<file path="src/rtl/uart_tx_frame_gen_pkg.sv">
// Shared UART definitions: TX state encodings, parity-type codes and line levels.
// The RX checkers import the same parity and line-level constants.
package uart_tx_frame_gen_pkg;

    localparam logic [2:0] S_IDLE   = 3'd0;
    localparam logic [2:0] S_START  = 3'd1;
    localparam logic [2:0] S_DATA   = 3'd2;
    localparam logic [2:0] S_PARITY = 3'd3;
    localparam logic [2:0] S_STOP   = 3'd4;

    typedef enum logic [2:0] {
        ST_IDLE   = S_IDLE,
        ST_START  = S_START,
        ST_DATA   = S_DATA,
        ST_PARITY = S_PARITY,
        ST_STOP   = S_STOP
    } tx_state_t;

    localparam logic PAR_EVEN = 1'b0;
    localparam logic PAR_ODD  = 1'b1;

    localparam logic START_BIT  = 1'b0;
    localparam logic STOP_BIT   = 1'b1;
    localparam logic IDLE_LEVEL = 1'b1;

endpackage

</file>
<file path="src/rtl/uart_tx_frame_gen_if.sv">
// Parallel-side request and serial-side line of the UART transmitter.
// master = TX FIFO read side driving the request; slave = the transmitter.
interface uart_tx_frame_gen_if #(
    parameter int DATA_WIDTH = 8
);
    logic [DATA_WIDTH-1:0] P_DATA;
    logic                  Data_Valid;
    logic                  PAR_EN;
    logic                  PAR_TYP;
    logic                  TX_OUT;
    logic                  Busy;

    modport master (
        output P_DATA, Data_Valid, PAR_EN, PAR_TYP,
        input  TX_OUT, Busy
    );

    modport slave (
        input  P_DATA, Data_Valid, PAR_EN, PAR_TYP,
        output TX_OUT, Busy
    );
endinterface

</file>
<file path="src/rtl/uart_tx_frame_gen_parity_calc.sv">
// Parity of a payload word, even or odd as selected by par_typ.
// Latency: combinational; the caller registers the result.
// Backpressure: none.
module uart_tx_parity_calc
    import uart_tx_frame_gen_pkg::*;
#(
    parameter int DATA_WIDTH = 8
) (
    input  logic [DATA_WIDTH-1:0] p_data,
    input  logic                  par_typ,
    output logic                  par_bit
);
    assign par_bit = (^p_data) ^ (par_typ == PAR_ODD);
endmodule

</file>
<file path="src/rtl/uart_tx_frame_gen.sv">
// UART TX framer: start, DATA_WIDTH bits LSB first, optional parity, one stop bit.
// Latency: start bit appears on the accept edge; one bit per CLK.
// Backpressure: Data_Valid is taken only in IDLE or on the STOP cycle; Busy marks frame cycles.
module uart_tx_frame_gen
    import uart_tx_frame_gen_pkg::*;
#(
    parameter int DATA_WIDTH = 8
) (
    input  logic          CLK,
    input  logic          RST,
    uart_tx_frame_gen_if.slave tx
);
    localparam int CNT_W = (DATA_WIDTH > 1) ? $clog2(DATA_WIDTH) : 1;
    localparam logic [CNT_W-1:0] LAST_BIT = CNT_W'(DATA_WIDTH - 1);

    tx_state_t             state;
    logic [DATA_WIDTH-1:0] data_q;
    logic                  par_en_q;
    logic                  par_q;
    logic [CNT_W-1:0]      bit_cnt;
    logic [CNT_W-1:0]      bit_cnt_nxt;
    logic                  tx_q;
    logic                  busy_q;
    logic                  par_calc;

    uart_tx_parity_calc #(
        .DATA_WIDTH (DATA_WIDTH)
    ) u_parity (
        .p_data  (tx.P_DATA),
        .par_typ (tx.PAR_TYP),
        .par_bit (par_calc)
    );

    assign bit_cnt_nxt = bit_cnt + 1'b1;

    always_ff @(posedge CLK or negedge RST) begin
        if (!RST) begin
            state    <= ST_IDLE;
            data_q   <= '0;
            par_en_q <= 1'b0;
            par_q    <= 1'b0;
            bit_cnt  <= '0;
            tx_q     <= IDLE_LEVEL;
            busy_q   <= 1'b0;
        end else begin
            case (state)
                // STOP is the last frame cycle, so it accepts just like IDLE to allow back-to-back frames.
                ST_IDLE, ST_STOP: begin
                    if (tx.Data_Valid) begin
                        state    <= ST_START;
                        data_q   <= tx.P_DATA;
                        par_en_q <= tx.PAR_EN;
                        par_q    <= par_calc;
                        bit_cnt  <= '0;
                        tx_q     <= START_BIT;
                        busy_q   <= 1'b1;
                    end else begin
                        state  <= ST_IDLE;
                        tx_q   <= IDLE_LEVEL;
                        busy_q <= 1'b0;
                    end
                end
                ST_START: begin
                    state   <= ST_DATA;
                    bit_cnt <= '0;
                    tx_q    <= data_q[0];
                end
                ST_DATA: begin
                    if (bit_cnt == LAST_BIT) begin
                        if (par_en_q) begin
                            state <= ST_PARITY;
                            tx_q  <= par_q;
                        end else begin
                            state <= ST_STOP;
                            tx_q  <= STOP_BIT;
                        end
                    end else begin
                        bit_cnt <= bit_cnt_nxt;
                        tx_q    <= data_q[bit_cnt_nxt];
                    end
                end
                ST_PARITY: begin
                    state <= ST_STOP;
                    tx_q  <= STOP_BIT;
                end
                default: begin
                    state  <= ST_IDLE;
                    tx_q   <= IDLE_LEVEL;
                    busy_q <= 1'b0;
                end
            endcase
        end
    end

    assign tx.TX_OUT = tx_q;
    assign tx.Busy   = busy_q;
endmodule

</file>
<file path="src/flat_wrapper.sv">
// flat-port wrapper written by rule: the top's interface ports become plain ports
module uart_tx_frame_gen_flat import uart_tx_frame_gen_pkg::*;
#(
    parameter int DATA_WIDTH = 8
)
  (CLK, RST, tx_P_DATA, tx_Data_Valid, tx_PAR_EN, tx_PAR_TYP, tx_TX_OUT, tx_Busy);
  uart_tx_frame_gen_if #(.DATA_WIDTH(DATA_WIDTH)) tx_i ();
  input  logic CLK;
  input  logic RST;
  input wire logic [$bits(tx_i.P_DATA)-1:0] tx_P_DATA;
  input wire logic [$bits(tx_i.Data_Valid)-1:0] tx_Data_Valid;
  input wire logic [$bits(tx_i.PAR_EN)-1:0] tx_PAR_EN;
  input wire logic [$bits(tx_i.PAR_TYP)-1:0] tx_PAR_TYP;
  output wire logic [$bits(tx_i.TX_OUT)-1:0] tx_TX_OUT;
  output wire logic [$bits(tx_i.Busy)-1:0] tx_Busy;
  assign tx_i.P_DATA = tx_P_DATA;
  assign tx_i.Data_Valid = tx_Data_Valid;
  assign tx_i.PAR_EN = tx_PAR_EN;
  assign tx_i.PAR_TYP = tx_PAR_TYP;
  assign tx_TX_OUT = tx_i.TX_OUT;
  assign tx_Busy = tx_i.Busy;
  uart_tx_frame_gen #(.DATA_WIDTH(DATA_WIDTH)) u_core (.CLK(CLK), .RST(RST), .tx(tx_i));
endmodule
</file>
<file path="config.mk">
export PLATFORM = sky130hd
export DESIGN_NAME = uart_tx_frame_gen_flat
export DESIGN_NICKNAME = d
export VERILOG_FILES = /design/src/rtl/uart_tx_frame_gen_pkg.sv /design/src/rtl/uart_tx_frame_gen_if.sv /design/src/rtl/uart_tx_frame_gen_parity_calc.sv /design/src/rtl/uart_tx_frame_gen.sv /design/src/flat_wrapper.sv
export SDC_FILE = /design/constraint.sdc
export NUM_CORES = 1
export LEC_CHECK = 0
export ABC_AREA = 1
export CORE_MARGIN = 2
export CORE_UTILIZATION = 50
export CTS_CLUSTER_SIZE = 25
export DETAILED_ROUTE_END_ITERATION = 6
export PLACE_DENSITY = 0.74
export SLEW_MARGIN = 25
export SYNTH_ARGS = -nofsm -noshare
export SYNTH_HDL_FRONTEND = slang
export SYNTH_HIERARCHICAL = 1
export SYNTH_SLANG_ARGS = --single-unit
</file>
<file path="constraint.sdc">
create_clock -name CLK -period 2 [get_ports CLK]
set_clock_uncertainty 0.15 [all_clocks]
set_input_delay 0.4 -clock CLK [delete_from_list [all_inputs] [get_ports CLK]]
set_output_delay 0.4 -clock CLK [all_outputs]
set_load 0.02 [all_outputs]
</file>
==> flow_summary.toml, run 1 <==
[run_status]
status = "finished clean"

[routing]
via_per_inst = 4.71
wl_um = 1870
ant_nets = 0
vias = 900
dr.pass1.iters = 4
wl_per_cell_um = 9.81
drt_iter0_drc = 18
drc_errors = 0

[global_routing]
grt_max_degree = 19
grtUsageTotal = 0.168
grt_pass1_vias = 836
overflow = 0
grt_pass1_wl_um = 3280
grt_antenna_before_repair = 0

[power]
p_switching_w = 0.000713
power_w = 0.00168
p_clk_frac = 0.112
p_int_w = 0.000966
p_sw_frac = 0.425
power.leakage_nw = 0.705
ir_drop_mv = 0.651
pwr-share-seq = 0.386
combPwrFrac = 0.502
power.density_nw_per_um2 = 1290

[sta]
tightestPinTransition_ns = 0.235
slew_headroom = 0.842
setup_viol = 0
slew_violations = 0
final_hold_viol_count = 0
period_needed_ns = 1.95
setup_ws_ns = 0.0516
timing.final.crit_share = 0.974
whs_ns = 0.262
max_freq_mhz = 513
setup_tns_ns = 0
rsz0062_at_grt = "no"

[place]
gp_congestion = 0.811
pre_cts_ws_ns = 0.0778
place.port_buffers = 14
dp_hpwl_um = 1470

[clock_network]
cts_buffers = 3
clkLatencyLatePin_ns = 0.29
postCtsSetupBuffers = 0
ctsHoldBuffers = 0
clock_sinks = 18
clock-root-buffer = "clkbuf_4"
cts_buffer_depth = 2
tritoncts = "done"
htree_levels = 1
clk_pin_slew_ns = 0.10
cts_resized = 0

[floorplanning]
fp-row-count = 17
core_area_um2 = 2170
initial_core_util = 0.515
die_w_um = 51.3
io_pins = 15
dieHeight_um = 51.3
dieArea_um2 = 2630

[cells_and_area]
multi_input_area_um2 = 543
fill_cells = 206
seq_area_um2 = 452
area_growth_pct = 16.9
finish.utilization = 0.602
final_nets = 179
diodes = 0
drive_gt1_frac = 0.215

[synthesis]
ys_seq_elements = 18
synth_edf_count = 0
synthArstFlopShare = 1.00
synthCells = 145
yosysUniqueCellTypes = 23
syn-cell-area_um2 = 1120
synthesis.nets = 160
ys_warn_count = 6
avgSynthCellArea_um2 = 7.71
synth_seq_area_share = 0.404
synth_ff_type = "dfrtp_1"

[flow_run]
drv_cap = 0

[worst_setup_path]
crit_type = "flop to output pin"
crit_buf_inv = 1
crit_path_end_kind = "output pin"
start_kind = "flop"
cp_max_fo = 1
r2r_slack_ns = 0.47
critical_path_required_ns = 1.45
cp_top_family = "buffers and inverters"
slowest_stage = "clkdlybuf4s50_1"
arrival_ns = 1.40
critPathMaxStageDelay_ns = 0.59
cp_cell_sequence = "clkdlybuf4s50_1"

[min_path]
hold_class = "input port to asynchronous set/reset pin"
## cell type report
class	count	share of cell area
Timing Repair Buffer	15	0.113
Tap cell	28	0.0268
Multi-Input combinational cell	100	0.416
Sequential cell	18	0.346
Clock buffer	4	0.0201
Inverter	26	0.0785
## cell usage in the layout (no fill, tap or decap)
cell type	count
nand3_2	1
inv_6	1
dfrtp_1	17
inv_1	21
inv_2	4
nor2_4	2
ha_1	2
o211ai_1	1
nor2_2	1
nor3_1	1
nor3_2	1
clkbuf_4	3
buf_4	1
a21oi_1	1
xor2_1	1
clkdlybuf4s50_1	14
clkbuf_1	1
nand3b_1	3
o21ai_0	2
nand2_2	9
dfstp_2	1
nand2_4	3
nor2_1	5
nand2_1	51
o21ai_2	8
nand3_1	8
## cell usage after synthesis (all sizes together), types with 2 or more instances
| library cell | count | area [um2] |
|---|---|---|
| inv | 26 | 103 |
| nor2 | 8 | 47.6 |
| nand3b | 3 | 22.5 |
| nand2 | 63 | 282 |
| dfrtp | 17 | 425 |
| o21ai | 10 | 80.1 |
| nor3 | 2 | 15.0 |
| nand3 | 9 | 50.1 |
| ha | 2 | 25.0 |
## worst paths after layout
kind,start,cells after the start,to
setup / recovery,u_core/tx.TX_OUT,1,tx_TX_OUT
hold / removal,RST,2,u_core/state[2]
setup reg to reg,u_core/bit_cnt[0],6,u_core/state[2]
hold reg to reg,u_core/bit_cnt[1],2,u_core/bit_cnt[1]
max in group asynchronous,RST,2,u_core/tx.TX_OUT
min in group CLK,u_core/bit_cnt[1],2,u_core/bit_cnt[1]
## metrics by stage
step / cells / cell area, um2
final: 191 / 1310
after CTS: 191 / 1310
after floorplan: 145 / 1120
after detailed placement: 187 / 1280
after global placement: 187 / 1280
after global routing: 191 / 1310
## layer usage
layer	up-vias	track usage	share of wire	wire [um]
met5	-	0	0	0
met3	7	0.00877	0.033	61
met2	20	0.279	0.48	900
met4	0	0.132	0.038	72
met1	393	0.203	0.45	839
li1	480	-	-	-
## cell families (layout without fill, tap and decap cells)
logic type / Yosys count / after routing / synth area share
AND/OR/NAND/NOR: 85 / 85 / 0.373
buffers and inverters: 27 / 45 / 0.110
flip-flops: 18 / 18 / 0.404
AO/OA/AOI/OAI: 12 / 12 / 0.0829
adder cells (fa/ha/maj): 2 / 2 / 0.0224
XOR/XNOR: 1 / 1 / 0.00784
## power groups by stage
| stage | clock network (W) | logic (W) | registers (W) |
|---|---|---|---|
| after floorplan | 0 | 0.000675 | 0.000662 |
| after global placement | 0 | 0.000833 | 0.000652 |
| after detailed placement | 0 | 0.000849 | 0.000658 |
| after CTS | 0.000196 | 0.000856 | 0.000650 |
| after global routing | 0.000209 | 0.000969 | 0.000666 |
| final | 0.000189 | 0.000843 | 0.000649 |
## state kept, by name, indices dropped and copies added (netlist names)
name and count:
u_core/par_q 1, u_core/bit_cnt 3, u_core/state 3, u_core/par_en_q 1
u_core/tx.Busy 1, u_core/data_q 8, u_core/tx.TX_OUT 1
(Power assumes the default switching activity.)
==> inputs of run 2 (changes only) <==
--- a/config.mk
+++ b/config.mk
@@ -10,9 +10,8 @@
 export CORE_UTILIZATION = 50
 export CTS_CLUSTER_SIZE = 25
 export DETAILED_ROUTE_END_ITERATION = 6
-export PLACE_DENSITY = 0.74
+export PLACE_DENSITY = 0.75
 export SLEW_MARGIN = 25
 export SYNTH_ARGS = -nofsm -noshare
 export SYNTH_HDL_FRONTEND = slang
-export SYNTH_HIERARCHICAL = 1
 export SYNTH_SLANG_ARGS = --single-unit
==> run 2 against run 1 <==
Against the previous run: critical path depth unchanged; sequential power down 1%; critical endpoint is now tx_Busy; highest routed layer unchanged; critical path type unchanged; largest power group unchanged; largest cell class is now sequential cells; count of clock-buffer cells in the layout unchanged.
==> flow_summary.toml, run 2 <==
[clock_network]
clk_pin_slew_ns = 0.10
tritoncts = "done"
cts_buffer_depth = 2
ctsHoldBuffers = 0
clock-root-buffer = "clkbuf_4"
cts_buffers = 3
cts_resized = 0
clkLatencyLatePin_ns = 0.30
clock_sinks = 18
htree_levels = 1
postCtsSetupBuffers = 0

[sta]
timing.final.crit_share = 0.914
final_hold_viol_count = 0
max_freq_mhz = 547
setup_tns_ns = 0
period_needed_ns = 1.83
tightestPinTransition_ns = 0.284
slew_violations = 0
rsz0062_at_grt = "no"
slew_headroom = 0.811
setup_ws_ns = 0.172
setup_viol = 0

[worst_setup_path]
critical_path_required_ns = 1.45
arrival_ns = 1.28
cp_top_family = "buffers and inverters"
r2r_slack_ns = 0.41
critPathMaxStageDelay_ns = 0.62
worst-r2r-cell-count = 6
cp_num_cells = 1
slowest_stage = "clkdlybuf4s50_1"
critPathCapture = "tx_Busy"
start_kind = "flop"
cp_cell_sequence = "clkdlybuf4s50_1"
crit_path_end_kind = "output pin"
r2r-start = "u_core.bit_cnt[0]"
crit_type = "flop to output pin"
crit_buf_inv = 1
r2r_end = "u_core.state[0]"
cp-startpoint = "u_core.tx.Busy"
cp_max_fo = 2

[place]
dpl_cell_area_um2 = 1150
gp_congestion = 0.809
pre_cts_ws_ns = 0.273
dp_hpwl_um = 1400
place.port_buffers = 14

[cells_and_area]
finish.utilization = 0.665
reg_top3 = "u_core.data_q: 8 flops, u_core.bit_cnt: 3 flops, u_core.state: 3 flops"
drive_gt1_frac = 0.110
area_growth_pct = 22.0
final_nets = 161
diodes = 0
largest_reg_flops = 8
stdcell_area_um2 = 1190
layout_common_cells = "45 x nand2_1, 17 x inv_1, 17 x dfrtp_1"
max_flop_register = "u_core.data_q"
layout_commonest_cell = "nand2_1"

[floorplanning]
fp-row-count = 15
core_area_um2 = 1780
io_pins = 15
initial_core_util = 0.545
die_w_um = 48.1
dieArea_um2 = 2310
dieHeight_um = 48.1

[power]
power.leakage_nw = 0.631
power.density_nw_per_um2 = 1300
power_w = 0.00154
ir_drop_mv = 0.606

[global_routing]
grt_pass1_wl_um = 2980
grtUsageTotal = 0.191
grt_max_degree = 19
grt_pass1_vias = 769
met3_usage = 0.0222
grt_use_met1 = 0.224
grtUsageMet2 = 0.325
overflow = 0
top_usage_layer = "met2"
grt_antenna_before_repair = 0

[synthesis]
ys_warn_count = 0
synth_top_area_cell = "dfrtp_1"
synth-compound-area-share = 0.140
synth_top_area_share = 0.438
synthMuxAreaShare = 0
yosys.area_share.simple = 0.275
synth_ff_type = "dfrtp_1"
synth_seq_area_share = 0.465
synth_top_family_by_area = "simple AND/OR/NAND/NOR gates"
synth_edf_count = 0
synthTopCellsByCount = "45 x nand2_1, 17 x dfrtp_1, 17 x inv_1, 9 x o21ai_0, 7 x nor2_1"
syn-cell-area_um2 = 972
synthCells = 126
synthArstFlopShare = 1.00
ys_seq_elements = 18
synthTopCellsByArea = "dfrtp_1 44%, nand2_1 17%, inv_1 6.6%"
synth_xor_area_frac = 0.00901
synthAdderAreaFrac = 0.0257
yosysUniqueCellTypes = 23
synthesis.nets = 141
yosysMostFrequentCell = "nand2_1"
avgSynthCellArea_um2 = 7.72

[routing]
drc_errors = 0
wl_per_cell_um = 10.1
drt_iter0_drc = 10
vias = 836
ant_nets = 0
wl_um = 1720
dr.pass1.iters = 4
via_per_inst = 4.92

[run_status]
status = "finished clean"

[flow_run]
drv_cap = 0

[min_path]
hold_class = "input port to asynchronous set/reset pin"
## run 2: layer usage
layer | part of all wire | vias to the layer above
met2 | 0.51 | 16
met1 | 0.44 | 368
li1 | - | 447
met5 | 0 | -
met4 | 0.027 | 0
met3 | 0.028 | 5
## run 2: how the worst min path moves through the flow
stage / from / end / slack (ns) / depth (start not counted)
floorplan: RST / u_core.bit_cnt[0] / -0.05 / 0
global placement: u_core.par_en_q / u_core.state[2] / 0.30 / 1
detailed placement: u_core.par_en_q / u_core.state[2] / 0.30 / 1
CTS: RST / u_core.state[2] / 0.28 / 2
global route: RST / u_core.state[2] / 0.29 / 2
finish: RST / u_core.state[2] / 0.27 / 2
## run 2: kinds of logic (layout without fill, tap and decap cells)
kind of cell,Yosys count,in the layout
AOI/OAI and AO/OA,22,22
xor gates and xnor gates,1,1
adders and majority gates,2,2
buffers and inverters,20,39
DFF,18,18
and+or+nand+nor,63,63
## run 2: report_power, final
part,internal (W),leakage [nW],switching [W]
logic,0.000279,0.385,0.000394
clock network,0.000111,0.0210,0.000115
registers,0.000534,0.225,0.000105
total,0.000925,0.631,0.000615
## run 2: final cells by class
| cell class | instances | area [um2] |
|---|---|---|
| fill | 166 | 597 |
| sequential | 18 | 452 |
| multi-input combinational | 88 | 438 |
| timing repair buffer | 16 | 158 |
| inverter | 19 | 71.3 |
| clock buffer | 4 | 36.3 |
| tap | 25 | 31.3 |
## run 2: through the flow
step,std cells,hold slack (ns)
after floorplan,126,-0.0456
after global placement,166,0.295
after detailed placement,166,0.297
after CTS,170,0.280
after global routing,170,0.292
final,170,0.269
==> inputs of run 3 (changes only) <==
--- a/config.mk
+++ b/config.mk
@@ -6,6 +6,7 @@
 export NUM_CORES = 1
 export LEC_CHECK = 0
 export ABC_AREA = 1
+export CAP_MARGIN = 20
 export CORE_MARGIN = 2
 export CORE_UTILIZATION = 50
 export CTS_CLUSTER_SIZE = 25
==> results of run 3 <==
Final layout, timing and power as in run 2 (identical DEF).
